--- config.mk ---
export PLATFORM = sky130hd
export DESIGN_NAME = instr_register_arbiter
export DESIGN_NICKNAME = d
export VERILOG_FILES = /design/src/rtl/instr_register_arbiter.sv
export SDC_FILE = /design/constraint.sdc
export NUM_CORES = 1
export LEC_CHECK = 0
export BUFFER_PORTS_ARGS = -buffer_cell sky130_fd_sc_hd__buf_2
export CELL_PAD_IN_SITES_DETAIL_PLACEMENT = 1
export CELL_PAD_IN_SITES_GLOBAL_PLACEMENT = 1
export CORE_AREA = 2 2 192 194
export DETAILED_ROUTE_END_ITERATION = 8
export DIE_AREA = 0 0 194 196
export PLACE_DENSITY = 0.72
export SLEW_MARGIN = 10
export SYNTH_ARGS = -nofsm -noshare
export SYNTH_HDL_FRONTEND = slang
export SYNTH_SLANG_ARGS = --single-unit
--- constraint.sdc ---
create_clock -name clk -period 4.81 [get_ports clk]
set_input_delay 0.481 -clock clk [delete_from_list [all_inputs] [get_ports clk]]
set_output_delay 0.481 -clock clk [all_outputs]
set_load 0.02 [all_outputs]
--- src/rtl/instr_register_arbiter.sv ---
// instr_register_arbiter
// Front end for a 32-entry instruction register (IR). Two requesters share the
// IR write port through a round-robin arbiter. The IR is run as a circular
// queue, and committed entries go out over a valid/ready consumer port.
// Define INSTR_REGISTER_ARBITER_STATS_EN to build in the acc_cnt0, acc_cnt1
// and stall_cnt statistics outputs.
module instr_register_arbiter #(
  parameter int OPC_W  = 4,
  parameter int OPD_W  = 32,
  parameter int RES_W  = 64,
  parameter int ADDR_W = 5,
  parameter int IW_W   = OPC_W + 2*OPD_W + RES_W
) (
  input  logic              clk,
  input  logic              reset,
  input  logic              req0_valid,
  output logic              req0_ready,
  input  logic [OPC_W-1:0]  req0_opcode,
  input  logic [OPD_W-1:0]  req0_operand_a,
  input  logic [OPD_W-1:0]  req0_operand_b,
  input  logic              req1_valid,
  output logic              req1_ready,
  input  logic [OPC_W-1:0]  req1_opcode,
  input  logic [OPD_W-1:0]  req1_operand_a,
  input  logic [OPD_W-1:0]  req1_operand_b,
  output logic              load_en,
  output logic [ADDR_W-1:0] write_pointer,
  output logic [OPC_W-1:0]  opcode,
  output logic [OPD_W-1:0]  operand_a,
  output logic [OPD_W-1:0]  operand_b,
  output logic [ADDR_W-1:0] read_pointer,
  input  logic [IW_W-1:0]   instruction_word,
  output logic              out_valid,
  input  logic              out_ready,
  output logic [IW_W-1:0]   out_word,
  output logic              out_src,
  output logic [ADDR_W:0]   level
`ifdef INSTR_REGISTER_ARBITER_STATS_EN
  ,
  output logic [15:0]       acc_cnt0,
  output logic [15:0]       acc_cnt1,
  output logic [15:0]       stall_cnt
`endif
);

  localparam int DEPTH = 2**ADDR_W;
  localparam int CNT_W = ADDR_W + 1;
  localparam logic [CNT_W-1:0] DEPTH_C = CNT_W'(DEPTH);

  typedef logic [OPC_W-1:0]        opcode_t;
  typedef logic signed [OPD_W-1:0] operand_t;

  logic [ADDR_W-1:0] wr_ptr_q, wr_ptr_d;
  logic [ADDR_W-1:0] rd_ptr_q, rd_ptr_d;
  logic [CNT_W-1:0]  occ_q, occ_d;
  logic [CNT_W-1:0]  avail_q, avail_d;
  logic              last_grant_q, last_grant_d;
  logic              load_en_q, load_en_d;
  logic [ADDR_W-1:0] write_pointer_q, write_pointer_d;
  opcode_t           opcode_q, opcode_d;
  operand_t          operand_a_q, operand_a_d;
  operand_t          operand_b_q, operand_b_d;
  logic [DEPTH-1:0]  src_tag_q, src_tag_d;

  logic full;
  logic gnt0;
  logic gnt1;
  logic accept;
  logic consume;

  // Round-robin grant; full is a registered compare, so a same-cycle consume
  // cannot open a slot until the following cycle.
  always_comb begin
    full    = (occ_q == DEPTH_C);
    gnt0    = !full && req0_valid && (!req1_valid || last_grant_q);
    gnt1    = !full && req1_valid && (!req0_valid || !last_grant_q);
    accept  = gnt0 || gnt1;
    consume = (avail_q != '0) && out_ready;
  end

  // Next-state for write pipeline, pointers and occupancy counters.
  always_comb begin
    wr_ptr_d        = wr_ptr_q;
    rd_ptr_d        = rd_ptr_q;
    occ_d           = occ_q;
    avail_d         = avail_q;
    last_grant_d    = last_grant_q;
    load_en_d       = accept;
    write_pointer_d = write_pointer_q;
    opcode_d        = opcode_q;
    operand_a_d     = operand_a_q;
    operand_b_d     = operand_b_q;
    src_tag_d       = src_tag_q;

    if (accept) begin
      write_pointer_d     = wr_ptr_q;
      opcode_d            = gnt1 ? req1_opcode    : req0_opcode;
      operand_a_d         = gnt1 ? req1_operand_a : req0_operand_a;
      operand_b_d         = gnt1 ? req1_operand_b : req0_operand_b;
      src_tag_d[wr_ptr_q] = gnt1;
      wr_ptr_d            = wr_ptr_q + ADDR_W'(1);
      last_grant_d        = gnt1;
    end

    if (consume) begin
      rd_ptr_d = rd_ptr_q + ADDR_W'(1);
    end

    case ({accept, consume})
      2'b10:   occ_d = occ_q + CNT_W'(1);
      2'b01:   occ_d = occ_q - CNT_W'(1);
      default: occ_d = occ_q;
    endcase

    case ({load_en_q, consume})
      2'b10:   avail_d = avail_q + CNT_W'(1);
      2'b01:   avail_d = avail_q - CNT_W'(1);
      default: avail_d = avail_q;
    endcase
  end

  // State registers with synchronous reset; a reset drops any in-flight write.
  always_ff @(posedge clk) begin
    if (reset) begin
      wr_ptr_q        <= '0;
      rd_ptr_q        <= '0;
      occ_q           <= '0;
      avail_q         <= '0;
      last_grant_q    <= 1'b1;
      load_en_q       <= 1'b0;
      write_pointer_q <= '0;
      opcode_q        <= '0;
      operand_a_q     <= '0;
      operand_b_q     <= '0;
      src_tag_q       <= '0;
    end else begin
      wr_ptr_q        <= wr_ptr_d;
      rd_ptr_q        <= rd_ptr_d;
      occ_q           <= occ_d;
      avail_q         <= avail_d;
      last_grant_q    <= last_grant_d;
      load_en_q       <= load_en_d;
      write_pointer_q <= write_pointer_d;
      opcode_q        <= opcode_d;
      operand_a_q     <= operand_a_d;
      operand_b_q     <= operand_b_d;
      src_tag_q       <= src_tag_d;
    end
  end

  // Output mapping.
  always_comb begin
    req0_ready    = gnt0;
    req1_ready    = gnt1;
    load_en       = load_en_q;
    write_pointer = write_pointer_q;
    opcode        = opcode_q;
    operand_a     = operand_a_q;
    operand_b     = operand_b_q;
    read_pointer  = rd_ptr_q;
    out_valid     = (avail_q != '0);
    out_word      = instruction_word;
    out_src       = src_tag_q[rd_ptr_q];
    level         = occ_q;
  end

`ifdef INSTR_REGISTER_ARBITER_STATS_EN
  logic [15:0] acc_cnt0_q, acc_cnt0_d;
  logic [15:0] acc_cnt1_q, acc_cnt1_d;
  logic [15:0] stall_cnt_q, stall_cnt_d;

  // Saturating statistics counters.
  always_comb begin
    acc_cnt0_d  = acc_cnt0_q;
    acc_cnt1_d  = acc_cnt1_q;
    stall_cnt_d = stall_cnt_q;
    if (gnt0 && (acc_cnt0_q != 16'hFFFF)) begin
      acc_cnt0_d = acc_cnt0_q + 16'd1;
    end
    if (gnt1 && (acc_cnt1_q != 16'hFFFF)) begin
      acc_cnt1_d = acc_cnt1_q + 16'd1;
    end
    if (full && (req0_valid || req1_valid) && (stall_cnt_q != 16'hFFFF)) begin
      stall_cnt_d = stall_cnt_q + 16'd1;
    end
  end

  // Statistics registers, cleared with the queue.
  always_ff @(posedge clk) begin
    if (reset) begin
      acc_cnt0_q  <= '0;
      acc_cnt1_q  <= '0;
      stall_cnt_q <= '0;
    end else begin
      acc_cnt0_q  <= acc_cnt0_d;
      acc_cnt1_q  <= acc_cnt1_d;
      stall_cnt_q <= stall_cnt_d;
    end
  end

  assign acc_cnt0  = acc_cnt0_q;
  assign acc_cnt1  = acc_cnt1_q;
  assign stall_cnt = stall_cnt_q;
`else
  // Statistics are not built in this configuration.
`endif

endmodule

## Yosys cells after proc, flatten, opt, wreduce, memory -nomap -nowiden

Cells that the tools add are included.

| word-level totals | value |
|---|---|
| flip-flop bits (word level) | 129 |
| latch bits | 0 |
| bits in writable memories | 0 |
| memory bits (read-only) | 0 |
| input bits | 273 |
| output and inout port bits | 221 |
| word-level logic and storage cells | 51 |
| memories | 0 |

| operators by class | value |
|---|---|
| $add $sub $neg | 6 |
| multiply operators | 0 |
| divide/modulo/power cells | 0 |
| order comparisons | 3 |
| equality and inequality tests | 5 |
| shifts and indexed selects | 0 |
| multiplexer cells | 10 |
| bitwise gates (word level) | 0 |
| reductions and logical operators | 16 |

Operator list:

| kind | count |
|---|---|
| 2-to-1 mux 32 bit | 2 |
| bitwise mux 32 bit | 1 |
| one-hot mux 6 bit (2 select lines) | 2 |
| adder 6 x 1 -> 6 bit (second input constant) | 2 |
| less-than comparator 5 x 6 -> 1 bit (second input constant) | 2 |
| subtractor 6 x 1 -> 6 bit (second input constant) | 2 |
| adder 5 x 1 -> 5 bit (second input constant) | 2 |
| equality test 6 bit (second input constant) | 1 |
| logical AND 1 bit | 6 |
| nonzero test 6 bit | 1 |
| binary-select mux 1 bit (select 5 bit) | 1 |
| demux 1 bit (select 5 bit) | 1 |
| >= comparator 5 x 1 -> 1 bit (second input constant) | 1 |
| equality test 2 x 1 -> 1 bit (second input constant) | 2 |
| equality test 2 bit (second input constant) | 2 |
| zero test 1 bit | 4 |
| 2-to-1 mux 4 bit | 1 |
| nonzero test 2 bit | 2 |
| logical OR 1 bit | 3 |
| 2-to-1 mux 1 bit | 2 |

## Depth between registers and ports, before layout

Gate-level depths: netlist (run 1).

| logic depth | value |
|---|---|
| word-level depth | 7 |
| depth in mapped cells | 10 |
| depth with buffers taken out | 10 |

## Least setup slack after synthesis (run 1)

Ideal clock, no wire load.

| timing | value |
|---|---|
| kind | reg2reg |
| from | reg avail_q[0] |
| to | reg avail_q[5] |
| library setup time | 121 ps |
| data arrival time | 2985 ps |
| data required time | 4689 ps |
| setup slack | 1704 ps |
| stages on the path, launching flop included | 10 |
| buffers on the path | 0 |
| clock period less this slack | 3106 ps |
| cells stage by stage | dfxtp_1 > or4_1 > o21ai_0 > inv_1 > ha_1 > ha_1 > or4b_2 > a21oi_1 > nand4b_1 > mux2_2 |

| on the way | value |
|---|---|
| cells in the longest elaborated chain, start to end | 4 |
| elaborated cells between the ends (all ways) | 8 |
| classes of those cells | add/sub (2); eq/ne (2); mux (1); reduce/logical (3) |

Ends and longest elaborated chain:

| element | RTL line | RTL |
|---|---|---|
| start: declaration | 56 | `logic [CNT_W-1:0] avail_q, avail_d;` |
| start signal: assignment | 140 | `avail_q <= avail_d;` |
| branches (longest 4 deep; another with subtractor 6 x 1 -> 6 bit) | - |  |

Parallel ways; which one is timed is not known.
A chain may end at the register's enable or synchronous reset.

## Worst setup path in the final report (run 1)

Same ends and word-level chain as after synthesis.

==> results of run 1 <==
[cells by family (layout without fill, tap and decap cells)]
family	Yosys count	in the layout	share of synthesized area [%]
mux	35	35	5.55
fa+ha+maj	17	17	3.12
xor+xnor	11	11	1.32
flops	129	129	35.4
simple gates	356	356	21.6
compound gates	146	146	14.7
buf+inv	210	280	18.3
[how the worst min path moves through the flow]
stage / start / to / slack [ns] / cells after the start
after floorplan: src_tag_q[9] / src_tag_q[9] / 0.45 / 2
after global placement: write_pointer[4] / write_pointer[4] / 0.45 / 2
after detailed placement: write_pointer[0] / write_pointer[0] / 0.46 / 2
after CTS: req1_operand_b[1] / operand_b[1] / 0.27 / 3
after global routing: req0_operand_b[9] / operand_b[9] / 0.30 / 3
final: req1_operand_b[1] / operand_b[1] / 0.30 / 3
[layout make-up]
| type | count | area (um2) |
|---|---|---|
| inverter | 13 | 48.8 |
| clock inverter | 14 | 145 |
| timing repair buffer | 235 | 1190 |
| tap | 468 | 586 |
| fill | 4412 | 27700 |
| multi-input combinational | 565 | 3400 |
| clock buffer | 18 | 439 |
| sequential | 129 | 2580 |
[cell usage after synthesis, drive strengths merged, types with 4 or more instances]
library cell,count
nand2,173
buf,152
dfxtp,129
nor2,88
a311oi,70
clkbuf,45
nand3,32
a21oi,30
mux2i,27
o21ai,21
nand2b,19
ha,15
inv,13
nor2b,8
or3,8
xor2,6
xnor2,5
a211o,4
a211oi,4
mux2,4
mux4,4
o21a,4
[power groups by stage]
stage               clock network (mW)  registers, mW  logic (mW)
floorplan                            0           1.63        1.10
global placement                     0           1.46        1.60
detailed placement                   0           1.46        1.64
CTS                               1.37           1.44        1.65
global route                      1.41           1.48        1.79
finish                            1.32           1.44        1.62
[per-stage QoR]
stage | hold slack [ns] | util (%) | cells
after floorplan | 0.449 | - | 904
after global placement | 0.446 | 21.6 | 1410
after detailed placement | 0.455 | 21.6 | 1410
after CTS | 0.273 | 23.3 | 1442
after global routing | 0.295 | 23.3 | 1442
final | 0.303 | 23.3 | 1442
[critical path, delay by kind of cell (launching register included)]
family                   cells  cell delay, ns
adder cells (fa/ha/maj)      2            0.59
AO/OA/AOI/OAI                2            0.58
multiplexers                 1            0.34
buffers and inverters        1            0.17
flip-flops                   1            0.35
AND/OR/NAND/NOR              3            1.36
[state kept, by name, summed over array words and instances, names as in the netlist]
register,flops
operand_a,32
operand_b,32
src_tag_q,32
avail_q,6
level,6
read_pointer,5
wr_ptr_q,5
write_pointer,5
opcode,4
last_grant_q,1
load_en,1
[routing by layer]
metal | vias up | global-route usage [%] | part of all wire [%] | wire length (um)
li1 | 3084 | - | - | -
met1 | 3157 | 14.2 | 40 | 10100
met2 | 186 | 23.1 | 51 | 12800
met5 | - | 0 | 0 | 0
met3 | 62 | 4.69 | 6.4 | 1630
met4 | 0 | 5.33 | 2.9 | 733
==> out/metrics.csv, run 1 <==
stage;metric;value;unit
setup_path;WP data arrival;3.83;ns
min_path;Tightest Hold Check Type;in -> reg;
pwr;Leakage Power;3.74;nW
route;drt wl/cell;17.5;um
synth;EDFF count, synth;0;
floorplanning;I/O pin cnt;494;
clock_network;cts repair resizes;0;
timing;fin crit period;3.51;ns
floorplanning;core area;36100;um2
setup_path;Critical Path Start;avail_q[0];
synth;ys flop type;dfxtp_1;
synth;Distinct cells, synth;53;
place;DP Worst Slack;1.30;ns
pwr;Flop pwr share;32.9;%
clock_network;H-tree depth;4;
setup_path;worst flop-to-flop path startpoint;avail_q[0];
setup_path;Reg2Reg Setup Slack;1.30;ns
run_status;status;finished, final reports clean;
synth;Syn Area/Cell;8.08;um2
floorplanning;Rows;70;
finish;diode count;0;
run;Max-Cap Viols;0;
timing;Slew HR;32.4;%
pwr;Total Power;4.38;mW
route;Routed Wire Length;25300;um
clock_network;Hold Buf Count CTS;0;
route;Post-DRT Antenna Nets;0;
route;vias;6489;
floorplanning;starting density of the core;20.2;%
setup_path;crit path capture type;register;
pwr;switching part of the total;41.0;%
clock_network;Clock Tree Buf Depth;2;
global_route;largest net degree at the start of global routing;103;
pwr;Logic pwr share;37.0;%
setup_path;Critical-path top delay cell;or4b_2;
global_route;remaining global-route overflow;0;
synth;Ys Warns;0;
route;Via density;4.50;
setup_path;Req. time, crit path;5.13;ns
route;TritonRoute pass-1 iters;4;
synth;Synth area leaders;dfxtp_1 35%, buf_4 14%, nand2_1 8.9%;
synth;cell count after synthesis;904;
place;post-placement cell area;7810;um2
route;DRC Markers;0;
finish;final instance area;8390;um2
finish;most frequent cells in the layout;228 x buf_2, 173 x nand2_1, 129 x dfxtp_1;
finish;Area Overhead vs Synth;14.9;%
timing;final number of max-transition violations;0;
setup_path;Worst setup endpoint;avail_q[5];
global_route;antenna violations before repair;0;
clock_network;CTS tree;built;
floorplanning;die area;38000;um2
setup_path;Crit Path Class;reg -> reg;
setup_path;crit path cell chain;or4_1, o21ai_0, inv_1, ha_1, ha_1, or4b_2, a21oi_1, nand4b_1, mux2_2;
pwr;Power Density;523;nW/um2
timing;TNS Setup;0;ns
synth;flops & latches, synth;129;
pwr;Int Pwr;2.59;mW
timing;Setup-failing EPs final;0;
timing;clock skew;0.0127;ns
timing;Final Hold Viols;0;
synth;FFs w/ async S/R, synth;0;%
finish;commonest non-fill, non-tap cell in the layout;buf_2;
finish;layout cells sized above 1;29.4;%
setup_path;Critical Path Source Type;register;
setup_path;r2r worst-path depth;9;
clock_network;postcts setup bufs;0;
route;Iter 0 DRT Violations;194;
place;hpwl dp;18700;um
synth;mapped cell area;7300;um2
synth;Synthesized Nets;1194;
global_route;vias in the first global route;6687;
clock_network;CTS Root Cell;clkbuf_16;
global_route;gr usage total;13.1;%
synth;cell taking the most area after synthesis;dfxtp_1;
clock_network;CTS buffer count;17;
setup_path;Largest stage delay, worst path;0.66;ns
synth;post-synthesis sequential area ratio;35.4;%
clock_network;Worst-path clk slew;0.07;ns
place;final RePlAce weighted congestion;0.752;
place;I/O Buffers;229;
setup_path;critical path fanouts, max;8;
timing;final worst slack;1.30;ns
pwr;Worst VDD drop;0.266;mV
setup_path;most frequent CP cell;ha_1;
timing;RSZ-0062 raised after global routing;no;
finish;# nets final;1251;
floorplanning;Die H;196;um
floorplanning;DIE WIDTH;194;um
timing;ratio of final minimum period to clock period;72.9;%
timing;fmax;285;MHz
pwr;power share of the clock group;30.2;%
pwr;Sw Pwr;1.80;mW
timing;worst slew pin tran;1.01;ns
clock_network;Skew-Pair Late Insertion Delay;0.43;ns
synth;Synth top area share;35.4;%
global_route;first-pass GRT wire length;38700;um
clock_network;clock sink total;129;
setup_path;reg-to-reg endpoint;avail_q[5];
No activity file was read; power rests on OpenSTA's default activity.
==> run 2: changes to the inputs <==
--- a/config.mk
+++ b/config.mk
@@ -5,13 +5,14 @@
 export SDC_FILE = /design/constraint.sdc
 export NUM_CORES = 1
 export LEC_CHECK = 0
+export ABC_AREA = 1
 export BUFFER_PORTS_ARGS = -buffer_cell sky130_fd_sc_hd__buf_2
 export CELL_PAD_IN_SITES_DETAIL_PLACEMENT = 1
 export CELL_PAD_IN_SITES_GLOBAL_PLACEMENT = 1
-export CORE_AREA = 2 2 192 194
+export CORE_AREA = 2 2 193 195
 export DETAILED_ROUTE_END_ITERATION = 8
-export DIE_AREA = 0 0 194 196
-export PLACE_DENSITY = 0.72
+export DIE_AREA = 0 0 195 197
+export PLACE_DENSITY = 0.76
 export SLEW_MARGIN = 10
 export SYNTH_ARGS = -nofsm -noshare
 export SYNTH_HDL_FRONTEND = slang
==> constraint.sdc (replaced) <==
create_clock -name clk -period 3.3 [get_ports clk]
set_input_delay 0.33 -clock clk [delete_from_list [all_inputs] [get_ports clk]]
set_output_delay 0.33 -clock clk [all_outputs]
set_load 0.02 [all_outputs]
==> run 2 against run 1 <==
  * Sequential cell count is the same
  * Power grew 38%
  * Combinational power grew 35%
  * Die area grew 1.0%
  * First-iteration DRC count grew 65%
  * Synthesized cell count grew 34%
  * Register-to-register slack lost 0.46 ns
  * Highest routed layer unchanged
==> out/metrics.csv, run 2 <==
stage;metric;value;unit;change
run_status;status;finished, final reports clean;;
run;Max-Cap Viols;0;;unchanged
min_path;Tightest Hold Check Type;in -> reg;;
finish;Area Overhead vs Synth;14.6;%;
pwr;Power Density;663;nW/um2;+27%
min_path;Hold Crit Depth;2;;-1
timing;fmax;404;MHz;
timing;TNS Setup;0;ns;unchanged
synth;cell count after synthesis;1212;;+34%
route;Top Layer Used;met4;;
clock_network;H-tree depth;4;;unchanged
setup_path;Req. time, crit path;2.97;ns;-2.16 ns
global_route;gr usage total;14.7;%;+1.6 points
synth;FFs w/ async S/R, synth;0;%;unchanged
synth;flops & latches, synth;129;;unchanged
global_route;remaining global-route overflow;0;;unchanged
synth;EDFF count, synth;0;;unchanged
clock_network;CTS Root Cell;clkbuf_16;;
synth;Synth top area share;32.6;%;-2.8 points
clock_network;Clock Tree Buf Depth;2;;unchanged
route;Met3 Wirelength;2000;um;+23%
setup_path;r2r worst-path depth;13;;+4
finish;Core Util, Final;25.1;%;+1.8 points
route;DRC Markers;0;;unchanged
pwr;Total Power;6.03;mW;+38%
global_route;largest net degree at the start of global routing;60;;-42%
floorplanning;core area;36300;um2;+0.49%
clock_network;CTS tree;built;;
global_route;first-pass GRT wire length;44000;um;+14%
synth;Synthesized Nets;1502;;+26%
setup_path;Crit Path Class;reg -> out;;
setup_path;Levels on crit path;9;;unchanged
floorplanning;DIE WIDTH;195;um;+0.52%
place;I/O Buffers;229;;unchanged
setup_path;WP data arrival;2.14;ns;-1.69 ns
route;Iter 0 DRT Violations;321;;+65%
pwr;Worst VDD drop;0.367;mV;+38%
floorplanning;Die H;197;um;+0.51%
timing;fin crit period;2.47;ns;
place;DP Worst Slack;0.811;ns;-0.491 ns
timing;worst slew pin tran;0.867;ns;-0.147 ns
timing;Setup-failing EPs final;0;;unchanged
timing;final worst slack;0.825;ns;-0.477 ns
finish;# fillers;4682;;+6.1%
timing;Slew HR;42.1;%;+9.7 points
route;Post-DRT Antenna Nets;0;;unchanged
clock_network;Skew-Pair Late Insertion Delay;0.43;ns;about the same
synth;count leader, synth;nand2_1;;
route;WL met1;11600;um;+14%
place;final RePlAce weighted congestion;0.814;;+8.3%
synth;Synth area leaders;dfxtp_1 33%, nand2_1 17%, buf_4 13%;;
floorplanning;I/O pin cnt;494;;unchanged
floorplanning;starting density of the core;21.9;%;+1.6 points
timing;RSZ-0062 raised after global routing;no;;
clock_network;Worst-path clk slew;0.06;ns;about the same
route;Routed Wire Length;28100;um;+11%
clock_network;postcts setup bufs;0;;unchanged
finish;commonest non-fill, non-tap cell in the layout;nand2_1;;
synth;ys flop type;dfxtp_1;;
finish;# nets final;1564;;+25%
clock_network;Hold Buf Count CTS;0;;unchanged
route;wire length on met2;13700;um;+7.1%
setup_path;crit path cell chain;clkinv_1, nand3_1, nand3_1, nand2_1, nor2_1, nand2_1, nand2_1, inv_1, buf_2;;
synth;most instantiated cells after synthesis;352 x nand2_1, 135 x buf_4, 129 x dfxtp_1;;
synth;Distinct cells, synth;25;;-53%
setup_path;Largest stage delay, worst path;0.60;ns;-0.06 ns
clock_network;cts repair resizes;0;;unchanged
pwr;Leakage Power;4.48;nW;+20%
setup_path;CP top delay family;flip-flops;;
setup_path;Critical path buffers and inverters;3;;+2
route;TritonRoute pass-1 iters;5;;+1
route;Via density;4.38;;-2.7%
timing;Hold WS;0.165;ns;-0.138 ns
global_route;vias in the first global route;7869;;+18%
setup_path;critical path fanouts, max;12;;+4
clock_network;CTS buffer count;17;;unchanged
synth;Syn Area/Cell;6.55;um2;-19%
timing;Final Hold Viols;0;;unchanged
finish;most frequent cells in the layout;350 x nand2_1, 229 x buf_2, 129 x dfxtp_1;;
floorplanning;Rows;70;;unchanged
timing;ratio of final minimum period to clock period;75.0;%;
route;vias;7696;;+19%
floorplanning;die area;38400;um2;+1.0%
timing;final number of max-transition violations;0;;unchanged
setup_path;most frequent CP cell;nand2_1;;
synth;cell taking the most area after synthesis;dfxtp_1;;
global_route;antenna violations before repair;2;;+2
finish;layout cells sized above 1;21.8;%;-7.6 points
setup_path;Critical-path top delay cell;dfxtp_1;;
clock_network;clock sink total;129;;unchanged
timing;clock skew;0.0113;ns;-0.00133 ns
synth;Ys Warns;0;;unchanged
synth;post-synthesis sequential area ratio;32.6;%;-2.8 points
route;drt wl/cell;16.0;um;-8.8%
setup_path;crit path capture type;output pin;;
synth;mapped cell area;7930;um2;+8.6%
place;hpwl dp;21000;um;+12%
setup_path;Critical Path Source Type;register;;
run 2: per-stage QoR:
step / area [um2] / cells
floorplan: 7930 / 1212
global placement: 8520 / 1723
detailed placement: 8520 / 1723
CTS: 9090 / 1755
global route: 9090 / 1756
finish: 9090 / 1757
run 2: path summary, 6_finish.rpt:
| check | endpoint | start | slack [ns] |
|---|---|---|---|
| setup / recovery | out_src | read_pointer[1] | 0.83 |
| hold / removal | load_en | reset | 0.17 |
| setup reg to reg | level[4] | avail_q[2] | 0.84 |
| hold reg to reg | operand_b[23] | operand_b[23] | 0.46 |
run 2: final cells by class:
cell class              instances  area [um2]  area share, %
diodes                          2        5.00         0.0551
clock buffers                  23         488           5.37
inverters                     110         413           4.54
flip-flops and latches        129        2580           28.4
repair buffers                244        1280           14.1
well taps                     468         586           6.44
multi-input cells             772        3650           40.2
clock inverters                 9        80.1          0.881
run 2: kinds of logic after synthesis:
family	count (synthesis)	synth area share [%]
AO/OA/AOI/OAI	103	6.67
XOR/XNOR	13	1.44
adder cells (fa/ha/maj)	17	2.87
buffers and inverters	311	21.8
flip-flops	129	32.6
AND/OR/NAND/NOR	639	34.7
run 2: layer usage:
metal	track usage, %	vias up
met5	0	-
met4	6.45	0
met3	4.77	55
met2	24.8	253
met1	17.1	3628
li1	-	3760
run 2: power breakdown:
group | switching (mW) | leakage (nW) | total, mW | internal (mW)
clock network | 0.748 | 0.283 | 1.86 | 1.11
logic | 1.46 | 3.14 | 2.18 | 0.713
registers | 0.184 | 1.06 | 1.99 | 1.81
total | 2.40 | 4.48 | 6.03 | 3.63
==> run 3: changes to the inputs <==
--- a/config.mk
+++ b/config.mk
@@ -5,14 +5,14 @@
 export SDC_FILE = /design/constraint.sdc
 export NUM_CORES = 1
 export LEC_CHECK = 0
-export ABC_AREA = 1
+export ABC_AREA = 0
 export BUFFER_PORTS_ARGS = -buffer_cell sky130_fd_sc_hd__buf_2
 export CELL_PAD_IN_SITES_DETAIL_PLACEMENT = 1
 export CELL_PAD_IN_SITES_GLOBAL_PLACEMENT = 1
 export CORE_AREA = 2 2 193 195
 export DETAILED_ROUTE_END_ITERATION = 8
 export DIE_AREA = 0 0 195 197
-export PLACE_DENSITY = 0.76
+export PLACE_DENSITY = 0.72
 export SLEW_MARGIN = 10
 export SYNTH_ARGS = -nofsm -noshare
 export SYNTH_HDL_FRONTEND = slang
==> constraint.sdc (replaced) <==
create_clock -name clk -period 2.4 [get_ports clk]
set_input_delay 0.24 -clock clk [delete_from_list [all_inputs] [get_ports clk]]
set_output_delay 0.24 -clock clk [all_outputs]
set_load 0.02 [all_outputs]
==> run 3 against run 2 <==
  * The run now ends with setup timing left
  * Via count is 13% lower
  * Power rose by 64%
  * Sequential power grew 42%
  * Non-clock buffer count grew 44
  * Die area unchanged
  * Final cell count shrank 15%
  * Register-to-register slack lost 1.1 ns
  * Largest power group unchanged
  * Setup slack lost 1.1 ns
  * Clock power grew 46%
  * Clock skew increased by 0.0014 ns
  * Sequential share of layout area is 0.13 points higher
==> out/metrics.csv, run 3 (same netlist as run 1, synthesis figures left out) <==
stage;metric;value;unit;change
run_status;status;finished, violations left;;
run_status;failing checks;setup timing;;
run;Max-Cap Viols;0;;unchanged
pwr;Total Power;9.87;mW;+64%
floorplanning;core area;36300;um2;unchanged
pwr;Leakage Power;4.06;nW;-9.5%
finish;diode count;0;;-2
place;final RePlAce weighted congestion;0.791;;-2.8%
setup_path;Largest stage delay, worst path;0.55;ns;-0.05 ns
route;vias;6728;;-13%
timing;fmax;373;MHz;
timing;Setup-failing EPs final;8;;+8
route;Post-DRT Antenna Nets;0;;unchanged
timing;clock skew;0.0128;ns;+0.00142 ns
clock_network;Clock Tree Buf Depth;2;;unchanged
clock_network;CTS buffer count;17;;unchanged
setup_path;most frequent CP cell;ha_4;;
global_route;remaining global-route overflow;0;;unchanged
clock_network;CTS tree;built;;
route;DRC Markers;0;;unchanged
timing;final number of max-transition violations;0;;unchanged
clock_network;Worst-path clk slew;0.07;ns;about the same
global_route;largest net degree at the start of global routing;145;;+140%
setup_path;crit path capture type;register;;
setup_path;r2r worst-path depth;9;;-4
finish;most frequent cells in the layout;228 x buf_2, 173 x nand2_1, 119 x dfxtp_1;;
setup_path;Critical Path Source Type;register;;
timing;final worst slack;-0.278;ns;-1.10 ns
setup_path;Levels on crit path;9;;unchanged
place;post-placement cell area;8320;um2;-2.3%
route;Routed Wire Length;27100;um;-3.6%
timing;ratio of final minimum period to clock period;112;%;
global_route;vias in the first global route;6856;;-13%
setup_path;Crit Path Class;reg -> reg;;
finish;# nets final;1304;;-17%
route;drt wl/cell;18.1;um;+13%
global_route;antenna violations before repair;0;;-2
finish;layout cells sized above 1;36.5;%;+15 points
timing;RSZ-0062 raised after global routing;yes;;
place;I/O Buffers;229;;unchanged
floorplanning;starting density of the core;20.1;%;-1.7 points
pwr;Power Density;1080;nW/um2;+64%
floorplanning;DIE WIDTH;195;um;unchanged
timing;Final Hold Viols;0;;unchanged
floorplanning;die area;38400;um2;unchanged
finish;Area Overhead vs Synth;24.6;%;
timing;Slew HR;51.7;%;+9.5 points
route;Iter 0 DRT Violations;254;;-21%
clock_network;H-tree depth;4;;unchanged
floorplanning;Rows;70;;unchanged
pwr;Worst VDD drop;0.491;mV;+34%
min_path;Hold Crit Depth;3;;+1
clock_network;clock sink total;129;;unchanged
place;hpwl dp;19800;um;-5.8%
timing;fin crit period;2.68;ns;
floorplanning;I/O pin cnt;494;;unchanged
setup_path;CP top delay family;simple AND/OR/NAND/NOR gates;;
timing;worst slew pin tran;0.720;ns;-0.148 ns
setup_path;Critical path buffers and inverters;1;;-2
setup_path;WP data arrival;2.99;ns;+0.85 ns
finish;commonest non-fill, non-tap cell in the layout;buf_2;;
setup_path;Critical-path top delay cell;or4_4;;
clock_network;Skew-Pair Late Insertion Delay;0.43;ns;about the same
setup_path;critical path fanouts, max;7;;-5
route;TritonRoute pass-1 iters;4;;-1
global_route;first-pass GRT wire length;40500;um;-7.9%
setup_path;Req. time, crit path;2.71;ns;-0.26 ns
min_path;Tightest Hold Check Type;in -> reg;;
floorplanning;Die H;197;um;unchanged
clock_network;CTS Root Cell;clkbuf_16;;
route;Via density;4.51;;+2.9%
finish;final instance area;9100;um2;+0.12%
finish;Core Util, Final;25.1;%;+0.031 points
timing;Hold WS;0.0647;ns;-0.100 ns
setup_path;crit path cell chain;or4_4, o21ai_4, inv_2, ha_4, ha_4, or4b_4, a21oi_2, nand4b_1, mux2_4;;
global_route;gr usage total;13.7;%;-0.97 points
-- run 3: final timing paths --
| check | start | end | slack, ns |
|---|---|---|---|
| worst min-delay path | req1_operand_b[16] | operand_b[16] | 0.06 |
| worst max-delay path | avail_q[0] | level[5] | -0.28 |
| worst max register to register | avail_q[0] | level[5] | -0.28 |
| worst min register to register | write_pointer[1] | write_pointer[1] | 0.46 |
-- run 3: where the power goes --
part / internal, mW / switching (mW)
clock: 1.66 / 1.05
sequential: 2.56 / 0.267
combinational: 1.78 / 2.55
total: 6.00 / 3.87
-- run 3: timing repair --
action / CTS / global route
setup endpoints to repair: 9 / 11
resized for setup: 18 / 16
pin swaps: 9 / 11
setup buffers: 5 / 3
hold buffers: 0 / 0
-- run 3: metal layers --
metal	global-route usage, %	up-vias	part of all wire (%)
li1	-	3192	-
met1	14.5	3262	38
met2	23.8	205	51
met3	6.13	67	7.9
met4	5.40	2	2.6
met5	1.15	-	0.21
-- run 3: layout make-up --
| type | instances | area (um2) |
|---|---|---|
| clock buffer | 18 | 439 |
| timing repair buffer | 288 | 1690 |
| multi-input combinational | 565 | 3570 |
| sequential | 129 | 2600 |
| fill | 4380 | 27200 |
| clock inverter | 12 | 159 |
| tap | 468 | 586 |
| inverter | 13 | 53.8 |
-- run 3: tightest hold or removal path: stages --
cell and delay (ns):
buf_2 0.09, nand2_1 0.04, a311oi_1 0.07
-- run 3: through the flow --
step	cells	TNS, ns	worst slack [ns]
2_1_floorplan	904	-0.441	-0.222
3_3_place_gp	1455	-0.650	-0.241
3_5_place_dp	1455	-1.10	-0.299
4_1_cts	1490	-0.763	-0.266
5_1_grt	1493	-1.81	-0.346
6_report	1493	-1.01	-0.278
